===== src/rtl/uart_reg_bridge.sv =====
// uart_reg_bridge
//   Decodes command bytes from a UART receiver and bridges them onto a simple
//   register file: multi-byte writes (optionally acknowledged), single-word
//   reads and a full-memory DUMP streamed back through the UART transmitter.
//
//   State | meaning
//   ------+-------------------------------------------------------------
//   IDLE    | waiting for a command byte
//   RX_WORD | collecting NB write data bytes, MSB first, with timeout
//   WRITE   | one-cycle write strobe of the assembled word
//   RD_ADDR | read address on r_addr_o, memory access in flight
//   RD_LAT  | capture r_data_i into the TX shift register
//   TX_LOAD | wait for TX idle, then launch the current MSB byte
//   TX_HOLD | let the transmitter raise its busy flag
//   TX_WAIT | wait for TX idle, then shift or finish the word
//   ACK     | load the write acknowledge byte
//
// Ports
//   clk_in, reset        clock, asynchronous active-low reset
//   rx_rdy_i, rx_data_i  UART RX level-ready and byte
//   ser_busy_i           UART TX busy
//   ser_enable_o/data_o  one-cycle TX start strobe and byte
//   we_o, w_addr_o, w_data_o   register-file write port
//   r_addr_o, r_data_i         register-file read port (1-cycle latency)
//   busy_o               high whenever not in IDLE
//   err_o                one-cycle pulse on any protocol error
module uart_reg_bridge #(
    parameter int DATA_W  = 16,
    parameter int ADDR_W  = 4,
    parameter int TIMEOUT = 1000000,
    parameter int ACK_EN  = 1
) (
    input  logic              clk_in,
    input  logic              reset,
    input  logic              rx_rdy_i,
    input  logic [7:0]        rx_data_i,
    input  logic              ser_busy_i,
    output logic              ser_enable_o,
    output logic [7:0]        ser_data_o,
    output logic              we_o,
    output logic [ADDR_W-1:0] w_addr_o,
    output logic [DATA_W-1:0] w_data_o,
    output logic [ADDR_W-1:0] r_addr_o,
    input  logic [DATA_W-1:0] r_data_i,
    output logic              busy_o,
    output logic              err_o
);

    localparam int NB    = DATA_W / 8;
    localparam int DEPTH = 1 << ADDR_W;
    localparam int TW    = (TIMEOUT > 1) ? $clog2(TIMEOUT + 1) : 1;

    typedef enum logic [3:0] {
        S_IDLE, S_RX_WORD, S_WRITE, S_RD_ADDR, S_RD_LAT,
        S_TX_LOAD, S_TX_HOLD, S_TX_WAIT, S_ACK
    } state_t;

    state_t              r_state;
    state_t              w_state_nxt;
    logic                r_rx_rdy;
    logic [DATA_W-1:0]   r_shadow;
    logic [DATA_W-1:0]   r_tx_sr;
    logic [2:0]          r_byte_cnt;
    logic [2:0]          r_tx_left;
    logic [TW-1:0]       r_tmo;
    logic                r_dump;
    logic                r_ser_en;
    logic [7:0]          r_ser_data;
    logic                r_we;
    logic [ADDR_W-1:0]   r_waddr;
    logic [DATA_W-1:0]   r_wdata;
    logic [ADDR_W-1:0]   r_raddr;
    logic                r_err;

    logic                w_accept;
    logic                w_cmd_acc;
    logic                w_addr_ok;
    logic                w_cmd_wr;
    logic                w_cmd_rd;
    logic                w_cmd_dump;
    logic                w_cmd_bad;
    logic                w_last_byte;
    logic                w_tmo_hit;
    logic                w_tx_last;
    logic                w_dump_more;
    logic                w_stray;
    logic [7:0]          w_one_byte;
    logic [DATA_W-1:0]   w_one_word;

    assign w_accept    = rx_rdy_i & ~r_rx_rdy;
    assign w_cmd_acc   = w_accept && (r_state == S_IDLE);
    assign w_addr_ok   = ({1'b0, rx_data_i[3:0]} < 5'(DEPTH));
    assign w_cmd_wr    = w_cmd_acc && w_addr_ok && (rx_data_i[7:4] == 4'h6);
    assign w_cmd_rd    = w_cmd_acc && w_addr_ok && (rx_data_i[7:4] == 4'h7);
    assign w_cmd_dump  = w_cmd_acc && w_addr_ok && (rx_data_i[7:4] == 4'h8);
    assign w_cmd_bad   = w_cmd_acc && !(w_cmd_wr || w_cmd_rd || w_cmd_dump);
    assign w_last_byte = (r_byte_cnt == 3'(NB - 1));
    // r_tmo counts clock edges since the last accepted byte, the accept
    // edge included, so the error lands exactly TIMEOUT cycles later.
    assign w_tmo_hit   = (TIMEOUT != 0) && !w_accept &&
                         (32'(r_tmo) >= 32'(TIMEOUT - 1));
    assign w_tx_last   = (r_tx_left == 3'd1);
    assign w_dump_more = r_dump && (r_raddr != ADDR_W'(DEPTH - 1));
    assign w_stray     = w_accept && (r_state != S_IDLE) && (r_state != S_RX_WORD);
    // Single-byte responses ride the word shifter, parked in the MSB slot.
    assign w_one_byte  = (r_state == S_ACK) ? {4'hA, 4'(r_waddr)} : 8'hEE;
    assign w_one_word  = DATA_W'(w_one_byte) << (DATA_W - 8);

    assign ser_enable_o = r_ser_en;
    assign ser_data_o   = r_ser_data;
    assign we_o         = r_we;
    assign w_addr_o     = r_waddr;
    assign w_data_o     = r_wdata;
    assign r_addr_o     = r_raddr;
    assign busy_o       = (r_state != S_IDLE);
    assign err_o        = r_err;

    always_ff @(posedge clk_in or negedge reset) begin
        if (!reset) begin
            r_state <= S_IDLE;
        end else begin
            r_state <= w_state_nxt;
        end
    end

    always_comb begin
        w_state_nxt = r_state;
        case (r_state)
            S_IDLE: begin
                if (w_cmd_wr)                       w_state_nxt = S_RX_WORD;
                else if (w_cmd_rd || w_cmd_dump)    w_state_nxt = S_RD_ADDR;
                else if (w_cmd_bad && ACK_EN != 0)  w_state_nxt = S_TX_LOAD;
            end
            S_RX_WORD: begin
                if (w_accept && w_last_byte) w_state_nxt = S_WRITE;
                else if (w_tmo_hit)          w_state_nxt = S_IDLE;
            end
            S_WRITE:   w_state_nxt = (ACK_EN != 0) ? S_ACK : S_IDLE;
            S_RD_ADDR: w_state_nxt = S_RD_LAT;
            S_RD_LAT:  w_state_nxt = S_TX_LOAD;
            S_TX_LOAD: if (!ser_busy_i) w_state_nxt = S_TX_HOLD;
            S_TX_HOLD: w_state_nxt = S_TX_WAIT;
            S_TX_WAIT: begin
                if (!ser_busy_i) begin
                    if (!w_tx_last)       w_state_nxt = S_TX_LOAD;
                    else if (w_dump_more) w_state_nxt = S_RD_ADDR;
                    else                  w_state_nxt = S_IDLE;
                end
            end
            S_ACK:     w_state_nxt = S_TX_LOAD;
            default:   w_state_nxt = S_IDLE;
        endcase
    end

    always_ff @(posedge clk_in or negedge reset) begin
        if (!reset) begin
            r_rx_rdy   <= 1'b0;
            r_shadow   <= '0;
            r_tx_sr    <= '0;
            r_byte_cnt <= '0;
            r_tx_left  <= '0;
            r_tmo      <= '0;
            r_dump     <= 1'b0;
            r_ser_en   <= 1'b0;
            r_ser_data <= '0;
            r_we       <= 1'b0;
            r_waddr    <= '0;
            r_wdata    <= '0;
            r_raddr    <= '0;
            r_err      <= 1'b0;
        end else begin
            r_rx_rdy <= rx_rdy_i;
            r_we     <= 1'b0;
            r_ser_en <= 1'b0;
            r_err    <= w_stray || w_cmd_bad || ((r_state == S_RX_WORD) && w_tmo_hit);
            case (r_state)
                S_IDLE: begin
                    if (w_cmd_wr) begin
                        r_waddr    <= rx_data_i[ADDR_W-1:0];
                        r_byte_cnt <= '0;
                        r_tmo      <= '0;
                        r_dump     <= 1'b0;
                    end else if (w_cmd_rd) begin
                        r_raddr <= rx_data_i[ADDR_W-1:0];
                        r_dump  <= 1'b0;
                    end else if (w_cmd_dump) begin
                        r_raddr <= '0;
                        r_dump  <= 1'b1;
                    end else if (w_cmd_bad) begin
                        r_tx_sr   <= w_one_word;
                        r_tx_left <= 3'd1;
                        r_dump    <= 1'b0;
                    end
                end
                S_RX_WORD: begin
                    if (w_accept) begin
                        r_shadow   <= (r_shadow << 8) | DATA_W'(rx_data_i);
                        r_byte_cnt <= r_byte_cnt + 3'd1;
                        r_tmo      <= TW'(1);
                    end else begin
                        r_tmo <= r_tmo + TW'(1);
                    end
                end
                S_WRITE: begin
                    r_wdata <= r_shadow;
                    r_we    <= 1'b1;
                end
                S_RD_LAT: begin
                    r_tx_sr   <= r_data_i;
                    r_tx_left <= 3'(NB);
                end
                S_TX_LOAD: begin
                    if (!ser_busy_i) begin
                        r_ser_data <= r_tx_sr[DATA_W-1 -: 8];
                        r_ser_en   <= 1'b1;
                    end
                end
                S_TX_WAIT: begin
                    if (!ser_busy_i) begin
                        if (!w_tx_last) begin
                            r_tx_sr   <= r_tx_sr << 8;
                            r_tx_left <= r_tx_left - 3'd1;
                        end else if (w_dump_more) begin
                            r_raddr <= r_raddr + ADDR_W'(1);
                        end
                    end
                end
                S_ACK: begin
                    r_tx_sr   <= w_one_word;
                    r_tx_left <= 3'd1;
                end
                default: ;
            endcase
        end
    end

endmodule


===== config.mk =====
export PLATFORM = sky130hd
export DESIGN_NAME = uart_reg_bridge
export DESIGN_NICKNAME = d
export VERILOG_FILES = /design/src/rtl/uart_reg_bridge.sv
export SDC_FILE = /design/constraint.sdc
export NUM_CORES = 1
export LEC_CHECK = 0
export ABC_AREA = 1
export BUFFER_PORTS_ARGS = -buffer_cell sky130_fd_sc_hd__buf_2
export CAP_MARGIN = 20
export CORE_AREA = 3 3 115 117
export DETAILED_ROUTE_END_ITERATION = 7
export DIE_AREA = 0 0 118 120
export GPL_ROUTABILITY_DRIVEN = 1
export SKIP_CTS_REPAIR_TIMING = 1
export SLEW_MARGIN = 20
export SYNTH_ARGS = -nofsm -noshare
export SYNTH_HDL_FRONTEND = slang
export SYNTH_SLANG_ARGS = --single-unit

===== constraint.sdc =====
create_clock -name clk_in -period 4.08 [get_ports clk_in]
set_clock_uncertainty 0.1 [all_clocks]
set_input_delay 0.204 -clock clk_in [delete_from_list [all_inputs] [get_ports clk_in]]
set_output_delay 0.204 -clock clk_in [all_outputs]
set_load 0.02 [all_outputs]

==> results of run 1 <==
==> power by group through the flow <==
stage / registers, mW / logic, mW / clock network (mW)
6_report: 1.56 / 1.56 / 0.834
5_1_grt: 1.60 / 1.79 / 0.900
4_1_cts: 1.56 / 1.57 / 0.857
3_5_place_dp: 1.57 / 1.57 / 0
3_3_place_gp: 1.56 / 1.54 / 0
2_1_floorplan: 1.69 / 0.991 / 0
==> worst max-delay path by stage <==
stage          slack, ns                   start                  endpoint  cells past startpoint
2_1_floorplan       2.32  r_state[3]$_DFFE_PN0P_      r_tmo[7]$_DFFE_PN0P_                      9
3_3_place_gp        1.80  r_state[0]$_DFFE_PN0P_    r_state[0]$_DFFE_PN0P_                     10
3_5_place_dp        1.72  r_state[2]$_DFFE_PN0P_    r_state[2]$_DFFE_PN0P_                      8
4_1_cts             1.70  r_state[0]$_DFFE_PN0P_    r_state[0]$_DFFE_PN0P_                     10
5_1_grt             1.59  r_state[2]$_DFFE_PN0P_  r_tx_left[0]$_DFFE_PN0P_                      9
6_report            1.85  r_state[0]$_DFFE_PN0P_   r_tx_sr[13]$_DFFE_PN0P_                      9
==> through the flow <==
step / std cells / cell area, um2 / hold slack, ns / utilization, %
floorplan: 632 / 4861 / -0.1916 / -
global placement: 855 / 5344 / 0.2292 / 42.87
detailed placement: 855 / 5344 / 0.2308 / 42.87
CTS: 871 / 5639 / -0.1299 / 45.24
global route: 881 / 5742 / 0.06016 / 46.06
finish: 881 / 5742 / 0.04156 / 46.06
==> placed cells by master (no fill, tap or decap), drive strengths merged <==
cell	instances
a21o	1
a21oi	10
a22o	2
a31o	1
a31oi	1
buf	66
clkbuf	10
clkinv	3
clkinvlp	1
dfrtp	99
dlygate4sd3	10
ha	6
inv	61
nand2	245
nand3	51
nand3b	1
nand4	11
nor2	53
nor3	4
o211ai	3
o21ai	58
o21bai	1
o22ai	5
o31ai	2
or2	2
xor2	2
==> cell type report <==
type | count | area (um2) | area share [%]
clock inverter | 6 | 56.30 | 0.9806
sequential | 99 | 2477 | 43.15
tap | 172 | 215.2 | 3.748
multi-input combinational | 459 | 2092 | 36.43
inverter | 59 | 221.5 | 3.857
timing repair buffer | 76 | 440.4 | 7.671
clock buffer | 10 | 239.0 | 4.162
==> Yosys cell counts (6+ instances only) <==
master and number:
inv_1 56, nand2_2 6, dfrtp_1 99, nand3_1 50, nand4_1 11, clkbuf_1 7, nor2_1 47, nand2_1 238
buf_2 7, a21oi_1 10, o21ai_0 57, ha_1 6
==> cell families (layout without fill, tap and decap cells) <==
kind of cell | Yosys count | after routing
AOI/OAI and AO/OA | 84 | 84
buffers and inverters | 74 | 151
xor gates and xnor gates | 2 | 2
and+or+nand+nor | 367 | 367
adders and majority gates | 6 | 6
DFF | 99 | 99
==> state kept, by name, indices dropped and copies added (netlist names), 4 cells and up <==
register,count
r_addr_o,4
w_data_o,16
r_shadow,16
r_tx_sr,16
ser_data_o,8
r_tmo,20
w_addr_o,4
r_state,4
==> layer usage <==
metal / vias to the layer above / share of wire (%)
li1: 2168 / -
met3: 8 / 5.0
met5: - / 0
met1: 2009 / 48
met4: 0 / 1.3
met2: 116 / 46
==> worst reg2reg max path: stages (launching register included) <==
cell,delay (ns)
dfrtp_1,0.45
nor2_1,0.12
nand2_2,0.20
nor2_4,0.07
nand2_2,0.23
nand2_2,0.11
nor2_2,0.43
nand2_4,0.25
nand2_1,0.12
nand2_1,0.05
==> results.ini, run 1 <==
[setup_path]
cpPeakStageDelay_ns = 0.45
critPathSlowestCell = dfrtp_1
crit_path_end_kind = flip-flop
cp.arrival_ns = 2.37
reg2reg_to = r_tx_sr[13]$_DFFE_PN0P_
crit_chain = nor2_1 > nand2_2 > nor2_4 > nand2_2 > nand2_2 > nor2_2 > nand2_4 > nand2_1 > nand2_1
crit_fanout = 19
rrSetupSlack_ns = 1.85
start_kind = flip-flop
worst_path_dominant_cell_family = simple AND/OR/NAND/NOR gates
required_ns = 4.22
reg2reg_from = r_state[0]$_DFFE_PN0P_
path_buf_inv = 0
crit_type = reg2reg
r2r_cells = 9
crit_path_frequent_cell = nand2_2

[global_routing]
grt_pass1_wl_um = 19210
grt_use_met2_pct = 26.02
grt_max_degree = 65
grt_util_met3_pct = 3.582
use_met1_pct = 22.58
grt_use_total_pct = 16.46
grt_pass1_vias = 4147
overflow = 0
busiest_layer = met2
antenna_found_initial = 0

[synthesis]
netlist.area_leader.share_pct = 50.97
synth_adder_area_share_pct = 1.544
ys_warn_count = 0
synthDistinctLibCells = 33
synth_seq_cells = 99
yosysSeqAreaShare_pct = 50.97
synth-simple-area-share_pct = 31.69
synth_area_per_cell_um2 = 7.691
synth-compound-area-share_pct = 9.395
netlist_instances = 632
synth_fp_nets = 666
synth_top_family_by_area = simple AND/OR/NAND/NOR gates
synth.area.mux_share_pct = 0
synth_area_um2 = 4861
synth-xor-area-share_pct = 0.3604
synth_top_cell_by_area = dfrtp_1
synth.area.top_cells = dfrtp_1 51%, nand2_1 18%, o21ai_0 5.9%, nand3_1 5.1%, inv_1 4.3%
synthArstFlopShare_pct = 100.0
synth_ff_type = dfrtp_1
synth_edf_count = 0

[clock_network]
h-tree-depth = 3
cts_buffer_depth = 2
path_clk_slew_ns = 0.07
root_buffer = clkbuf_16
cts_sinks = 99
cts_buffers = 9
cts_tree = yes
clkLatencyLatePin_ns = 0.35

[timing]
setup_viol = 0
layout_worst_path_cycle_share_pct = 54.63
max_freq_mhz = 448.6
final.min_clock_period_ns = 2.229
fin_ws_ns = 1.851
maxSlewHeadroom_pct = 46.67
tightest_slew_ns = 0.7999
hold_viol = 0
report.final.slew_viol_count = 0
rsz0062_at_grt = no
final.setup.tns_ns = 0

[routing]
dr.pass1.iters = 5
vias = 4301
avgViaCountPerCell = 4.882
ant_nets = 0
drt-initial-drc-count = 254
drc_errors = 0
route.final.wire_length_um = 11330
drt-wirelength-per-cell_um = 12.86

[placement]
dp_hpwl_um = 8172
pre_cts_ws_ns = 1.721
numPortBuffers = 63
gp_congestion = 0.8811

[min_path]
worstHoldEndpoint = r_shadow[6]$_DFFE_PN0P_
holdCritStartpoint = rx_data_i[6]
hp-class = in2reg
worstHoldPathCells = 3

[cells_and_area]
drive_gt1_share_pct = 14.53
area_delta_synth_final_pct = 18.12
fin_nets = 738
antenna_cells = 0
fillCellCount = 1256

[die]
fp.dieArea_um2 = 14160
io_pins = 64
core_um2 = 12470
initial_core_util_pct = 38.99
die_h_um = 120
die_x_um = 118
rows = 41

[power_and_ir_drop]
combPwrFrac_pct = 39.4
power_switching_share_pct = 42.41
p_seq_share_pct = 39.4
p_clk_share_pct = 21.1
leakagePower_nw = 2.982
switchingPower_mw = 1.674
p_per_area_nw_per_um2 = 687.5
p_int_mw = 2.273
vdd_drop_max_mv = 0.3229
p_total_mw = 3.948

[run]
drv_cap = 0

[status]
outcome = complete, no violations

Note: power is estimated with default switching activity, not from simulation.
==> run 2: changes to the inputs <==
ABC_AREA = 0   (was 1)
CORE_AREA = 3 3 114 116   (was 3 3 115 117)
DIE_AREA = 0 0 117 119   (was 0 0 118 120)
clock period = 2.3 ns   (was 4.08 ns; I/O delays follow)
==> run 2 against run 1 <==
  * Die area down 1.7%
  * Combinational power up 76%
  * Worst hold slack worse by 0.039 ns
  * Largest cell class unchanged
==> results.ini, run 2 <==
[status]
outcome = complete, no violations

[synthesis]
synth_area_per_cell_um2 = 10.87  ; +41%
synth_seq_cells = 99  ; unchanged
synth_most_common_cell = dfrtp_1
netlist.area_leader.share_pct = 51.82  ; +0.85 points
synth_ff_type = dfrtp_1
synth_top_cell_by_area = dfrtp_1
yosysSeqAreaShare_pct = 51.82  ; +0.85 points
synthDistinctLibCells = 64  ; +94%
netlist_instances = 440  ; -30%
synth_area_um2 = 4781  ; -1.6%
ys_warn_count = 0  ; unchanged
synthArstFlopShare_pct = 100.0  ; unchanged
synth_common_cells = 99 x dfrtp_1, 47 x o21ai_0, 39 x mux2_2
synth_edf_count = 0  ; unchanged
synth.area.top_cells = dfrtp_1 52%, mux2_2 9.2%, o21ai_0 4.9%, a21oi_1 2.9%, nand2_1 2.7%
synth_fp_nets = 474  ; -29%

[power_and_ir_drop]
p_per_area_nw_per_um2 = 1201  ; +75%
p_seq_share_pct = 39.4  ; about the same
p_int_mw = 4.338  ; +91%
p_clk_share_pct = 21.4  ; +0.3 points
vdd_drop_max_mv = 0.6932  ; +110%
power_switching_share_pct = 37.95  ; -4.5 points
p_total_mw = 6.991  ; +77%
leakagePower_nw = 2.551  ; -14%
switchingPower_mw = 2.653  ; +58%
combPwrFrac_pct = 39.2  ; -0.2 points

[global_routing]
grt_use_total_pct = 16.82  ; +0.36 points
grt_max_degree = 44  ; -32%
grt_pass1_vias = 3707  ; -11%
antenna_found_initial = 0  ; unchanged
grt_pass1_wl_um = 18420  ; -4.1%
overflow = 0  ; unchanged

[timing]
tightest_slew_ns = 0.5781  ; -0.2218 ns
setup_viol = 0  ; unchanged
max_freq_mhz = 478.3  ; +6.6%
final.min_clock_period_ns = 2.091  ; -0.1382 ns
hold_viol = 0  ; unchanged
layout_worst_path_cycle_share_pct = 90.90  ; +36 points
maxSlewHeadroom_pct = 61.46  ; +15 points
report.final.slew_viol_count = 0  ; unchanged
rsz0062_at_grt = no
fin_ws_ns = 0.2092  ; -1.642 ns
final.setup.tns_ns = 0  ; unchanged

[clock_network]
cts_buffers = 9  ; unchanged
path_clk_slew_ns = 0.07  ; about the same
h-tree-depth = 3  ; unchanged
cts_buffer_depth = 2  ; unchanged
cts_sinks = 99  ; unchanged
cts_tree = yes
root_buffer = clkbuf_16
clkLatencyLatePin_ns = 0.35  ; about the same

[routing]
route.final.wire_length_um = 11060  ; -2.4%
drc_errors = 0  ; unchanged
ant_nets = 0  ; unchanged
dr.pass1.iters = 4  ; -1
vias = 3686  ; -14%
drt-wirelength-per-cell_um = 16.06  ; +25%
drt-initial-drc-count = 240  ; -5.5%
avgViaCountPerCell = 5.350  ; +9.6%

[placement]
pre_cts_ws_ns = 0.2281  ; -1.493 ns
gp_congestion = 0.7893  ; -10%
dp_cells = 656  ; -23%
dp_hpwl_um = 7929  ; -3.0%
numPortBuffers = 63  ; unchanged

[setup_path]
reg2reg_from = r_state[1]$_DFFE_PN0P_
required_ns = 2.47  ; -1.75 ns
crit_type = reg2reg
critPathLaunch = r_state[1]$_DFFE_PN0P_
rrSetupSlack_ns = 0.21  ; -1.64 ns
start_kind = flip-flop
cp.arrival_ns = 2.26  ; -0.11 ns
crit_path_end_kind = flip-flop
crit_fanout = 13  ; -6

[cells_and_area]
final_util_pct = 48.48  ; +2.4 points
fin_nets = 571  ; -23%
drive_gt1_share_pct = 30.26  ; +16 points
layout_common_cells = 99 x dfrtp_1, 62 x buf_2, 47 x o21ai_0, 39 x mux2_2, 34 x nand2_1
antenna_cells = 0  ; unchanged
final_cells = 689  ; -22%
largest_reg_flops = 20  ; unchanged
regMostFlops = r_tmo
area_delta_synth_final_pct = 21.80
final_common_cell = dfrtp_1

[die]
core_um2 = 12010  ; -3.6%
initial_core_util_pct = 39.80  ; +0.81 points
die_h_um = 119  ; -0.83%
rows = 40  ; -2.4%
io_pins = 64  ; unchanged
fp.dieArea_um2 = 13920  ; -1.7%
die_x_um = 117  ; -0.85%

[min_path]
holdCritStartpoint = r_data_i[12]
hp-class = in2reg

[run]
drv_cap = 0  ; unchanged

==> run 2: changes by cell type in the layout (fill, tap and decap cells not counted), sizes merged, moves of 10 or more <==
cell | previous run | this run
nand2 | 245 | 35
a31oi | 1 | 11
nor2 | 53 | 30
a21oi | 10 | 28
inv | 61 | 11
mux2 | 0 | 40
nand3 | 51 | 13
buf | 66 | 89
==> run 2: cell type report <==
| type | instances | area [um2] |
|---|---|---|
| Sequential cell | 99 | 2477 |
| Multi-Input combinational cell | 312 | 2136 |
| Timing Repair Buffer | 106 | 695.7 |
| Clock buffer | 11 | 252.7 |
| Fill cell | 1123 | 6188 |
| Inverter | 9 | 33.78 |
| Tap cell | 147 | 183.9 |
| Clock inverter | 5 | 43.79 |
==> run 2: power groups by stage <==
stage	registers, mW	logic [mW]	clock network (mW)
after detailed placement	2.79	2.74	0
after floorplan	2.96	1.72	0
after global routing	2.84	3.03	1.61
after CTS	2.76	2.75	1.54
after global placement	2.76	2.67	0
final	2.76	2.74	1.49
==> run 2: logic make-up (layout without fill, tap and decap cells) <==
kind of cell / Yosys count / in the layout / synth area share [%]
multiplexers: 40 / 40 / 9.500
AO/OA/AOI/OAI: 131 / 131 / 17.38
AND/OR/NAND/NOR: 134 / 134 / 16.02
adder cells (fa/ha/maj): 6 / 6 / 1.570
XOR/XNOR: 1 / 1 / 0.1832
flip-flops: 99 / 99 / 51.82
buffers and inverters: 29 / 131 / 3.533
==> run 2: layer usage <==
metal / GRT usage (%) / share of wire [%] / vias to the layer above / wire, um
li1: - / - / 1812 / -
met1: 23.05 / 46 / 1789 / 5136
met2: 25.04 / 47 / 70 / 5153
met3: 4.878 / 4.9 / 15 / 544
met4: 6.595 / 2.1 / 0 / 228
met5: 0 / 0 / - / 0
==> run 2: worst paths after layout <==
path	to	depth (start not counted)
setup / recovery	r_tx_sr[15]$_DFFE_PN0P_	6
hold / removal	r_tx_sr[12]$_DFFE_PN0P_	3
setup reg to reg	r_tx_sr[15]$_DFFE_PN0P_	6
hold reg to reg	r_tmo[17]$_DFFE_PN0P_	1
max in group asynchronous	r_shadow[0]$_DFFE_PN0P_	3
min in group asynchronous	w_data_o[12]$_DFFE_PN0P_	2
==> run 2: critical path, cell delays in order (launching register included) <==
cell	delay [ns]
dfrtp_1	0.61
and4b_4	0.38
a22oi_2	0.10
a211oi_4	0.37
buf_4	0.25
nor2_1	0.06
a31oi_1	0.13
==> run 2: metrics by stage <==
step           area, um2  hold WS [ns]
2_1_floorplan       4781       -0.2806
3_3_place_gp        5355       0.04900
3_5_place_dp        5355       0.05371
4_1_cts             5652       -0.3363
5_1_grt             5823      0.003217
6_report            5823      0.002464
==> run 3: changes to the inputs <==
==> constraint.sdc (replaced) <==
create_clock -name clk_in -period 2.3 [get_ports clk_in]
set_clock_uncertainty 0.1 [all_clocks]
set_input_delay 0.23 -clock clk_in [delete_from_list [all_inputs] [get_ports clk_in]]
set_output_delay 0.23 -clock clk_in [all_outputs]
set_load 0.02 [all_outputs]
==> run 3 against run 2 <==
  * Flip-flop and latch count stayed put
  * Setup slack hardly changed
  * Die area stayed put
  * Sequential share of layout area is 0.90 points higher
  * Combinational power is 1% lower
  * Sequential power hardly changed
  * Utilization is 1.0 points lower
  * Critical path type unchanged
  * Critical endpoint unchanged
  * Largest cell class unchanged
  * Highest routed layer unchanged
==> results.ini, run 3 (synthesis results as in run 2) <==
[routing]
dr.pass1.iters = 4  ; unchanged
avgViaCountPerCell = 5.486  ; +2.5%
drt-initial-drc-count = 197  ; -18%
drt-wirelength-per-cell_um = 15.96  ; -0.57%
route.final.wire_length_um = 10740  ; -2.9%
ant_nets = 0  ; unchanged
drc_errors = 0  ; unchanged
vias = 3692  ; +0.16%

[cells_and_area]
drive_gt1_share_pct = 30.99  ; +0.73 points
regMostFlops = r_tmo
layout_common_cells = 99 x dfrtp_1, 62 x buf_2, 47 x o21ai_0, 39 x mux2_2, 34 x nand2_1
antenna_cells = 0  ; unchanged
final_util_pct = 47.48  ; -1.0 points
area_delta_synth_final_pct = 19.29
final_common_cell = dfrtp_1
fin_nets = 556  ; -2.6%
largest_reg_flops = 20  ; unchanged

[timing]
final.min_clock_period_ns = 2.091  ; +0.0003380 ns
tightest_slew_ns = 0.6040  ; +0.02587 ns
final.setup.tns_ns = 0  ; unchanged
setup_viol = 0  ; unchanged
hold_slack_ns = 0.003272  ; +0.0008081 ns
layout_worst_path_cycle_share_pct = 90.92  ; about the same
maxSlewHeadroom_pct = 59.36  ; -2.1 points
rsz0062_at_grt = no
hold_viol = 0  ; unchanged
max_freq_mhz = 478.2  ; about the same
fin_ws_ns = 0.2089  ; -0.0003380 ns
report.final.slew_viol_count = 0  ; unchanged

[setup_path]
required_ns = 2.47  ; about the same
crit_fanout = 13  ; unchanged
cp.arrival_ns = 2.26  ; about the same
r2r_cells = 6  ; unchanged
crit_type = reg2reg
start_kind = flip-flop
crit_path_end_kind = flip-flop

[die]
initial_core_util_pct = 39.80  ; unchanged
rows = 40  ; unchanged
io_pins = 64  ; unchanged
die_x_um = 117  ; unchanged
core_um2 = 12010  ; unchanged
fp.dieArea_um2 = 13920  ; unchanged
die_h_um = 119  ; unchanged

[global_routing]
grt_use_total_pct = 16.65  ; -0.18 points
grt_pass1_wl_um = 18200  ; -1.2%
overflow = 0  ; unchanged
grt_pass1_vias = 3653  ; -1.5%
antenna_found_initial = 0  ; unchanged
grt_max_degree = 41  ; -6.8%

[clock_network]
clkLatencyLatePin_ns = 0.35  ; about the same
cts_buffer_depth = 2  ; unchanged
cts_sinks = 99  ; unchanged
h-tree-depth = 3  ; unchanged
cts_tree = yes
root_buffer = clkbuf_16
cts_buffers = 9  ; unchanged
path_clk_slew_ns = 0.07  ; about the same

[placement]
gp_congestion = 0.7908  ; +0.19%
numPortBuffers = 63  ; unchanged
dp_hpwl_um = 7770  ; -2.0%
pre_cts_ws_ns = 0.2029  ; -0.02524 ns

[power_and_ir_drop]
p_per_area_nw_per_um2 = 1245  ; +3.7%
p_total_mw = 7.102  ; +1.6%
vdd_drop_max_mv = 0.5949  ; -14%
leakagePower_nw = 2.510  ; -1.6%

[min_path]
hp-class = in2reg
worstHoldPathCells = 2  ; -1

[run]
drv_cap = 0  ; unchanged

[status]
outcome = complete, no violations

==> run 3: cell count changes in the layout (fill, tap and decap cells not counted) <==
cell	previous run	this run
inv_6	1	0
bufinv_16	0	2
clkinvlp_4	2	0
clkinv_2	0	1
inv_8	1	0
dlygate4sd3_1	17	2
==> run 3: area by class of cell <==
cell class                      count  area, um2
Timing Repair Buffer               91      545.5
Clock buffer                       11      252.7
Clock inverter                      4      73.82
Tap cell                          147      183.9
Fill cell                        1112       6309
Inverter                            9      33.78
Multi-Input combinational cell    312       2136
Sequential cell                    99       2477
==> run 3: power by group <==
group	switching (mW)	internal, mW	total (mW)
logic	1.52	1.18	2.70
registers	0.422	2.33	2.76
clock network	0.640	1.01	1.65
==> run 3: worst paths after layout <==
kind                                        startpoint                 endpoint  slack (ns)
worst max-delay path            r_state[1]$_DFFE_PN0P_  r_tx_sr[15]$_DFFE_PN0P_        0.21
worst min-delay path                       r_data_i[7]   r_tx_sr[7]$_DFFE_PN0P_       0.003
worst max register to register  r_state[1]$_DFFE_PN0P_  r_tx_sr[15]$_DFFE_PN0P_        0.21
worst min register to register   r_tmo[17]$_DFFE_PN0P_    r_tmo[17]$_DFFE_PN0P_        0.39
max in group asynchronous                        reset  r_shadow[3]$_DFFE_PN0P_        1.08
min in group asynchronous                        reset     r_tmo[0]$_DFFE_PN0P_        0.35
==> run 3: critical path: stages (launching register included) <==
cell and delay [ns]:
dfrtp_1 0.61, and4b_4 0.39, a22oi_2 0.10, a211oi_4 0.37
buf_4 0.25, nor2_1 0.05, a31oi_1 0.13
==> run 3: per-layer routing <==
| layer | vias to the layer above | track usage [%] | part of all wire (%) |
|---|---|---|---|
| li1 | 1794 | - | - |
| met1 | 1828 | 22.50 | 46 |
| met2 | 58 | 25.89 | 48 |
| met3 | 12 | 3.557 | 4.1 |
| met4 | 0 | 6.738 | 1.8 |
| met5 | - | 0 | 0 |
==> run 3: metrics by stage <==
step,cell area (um2),std cells
final,5703,673
after detailed placement,5355,656
after global routing,5703,673
after global placement,5355,656
after CTS,5682,671
after floorplan,4781,440
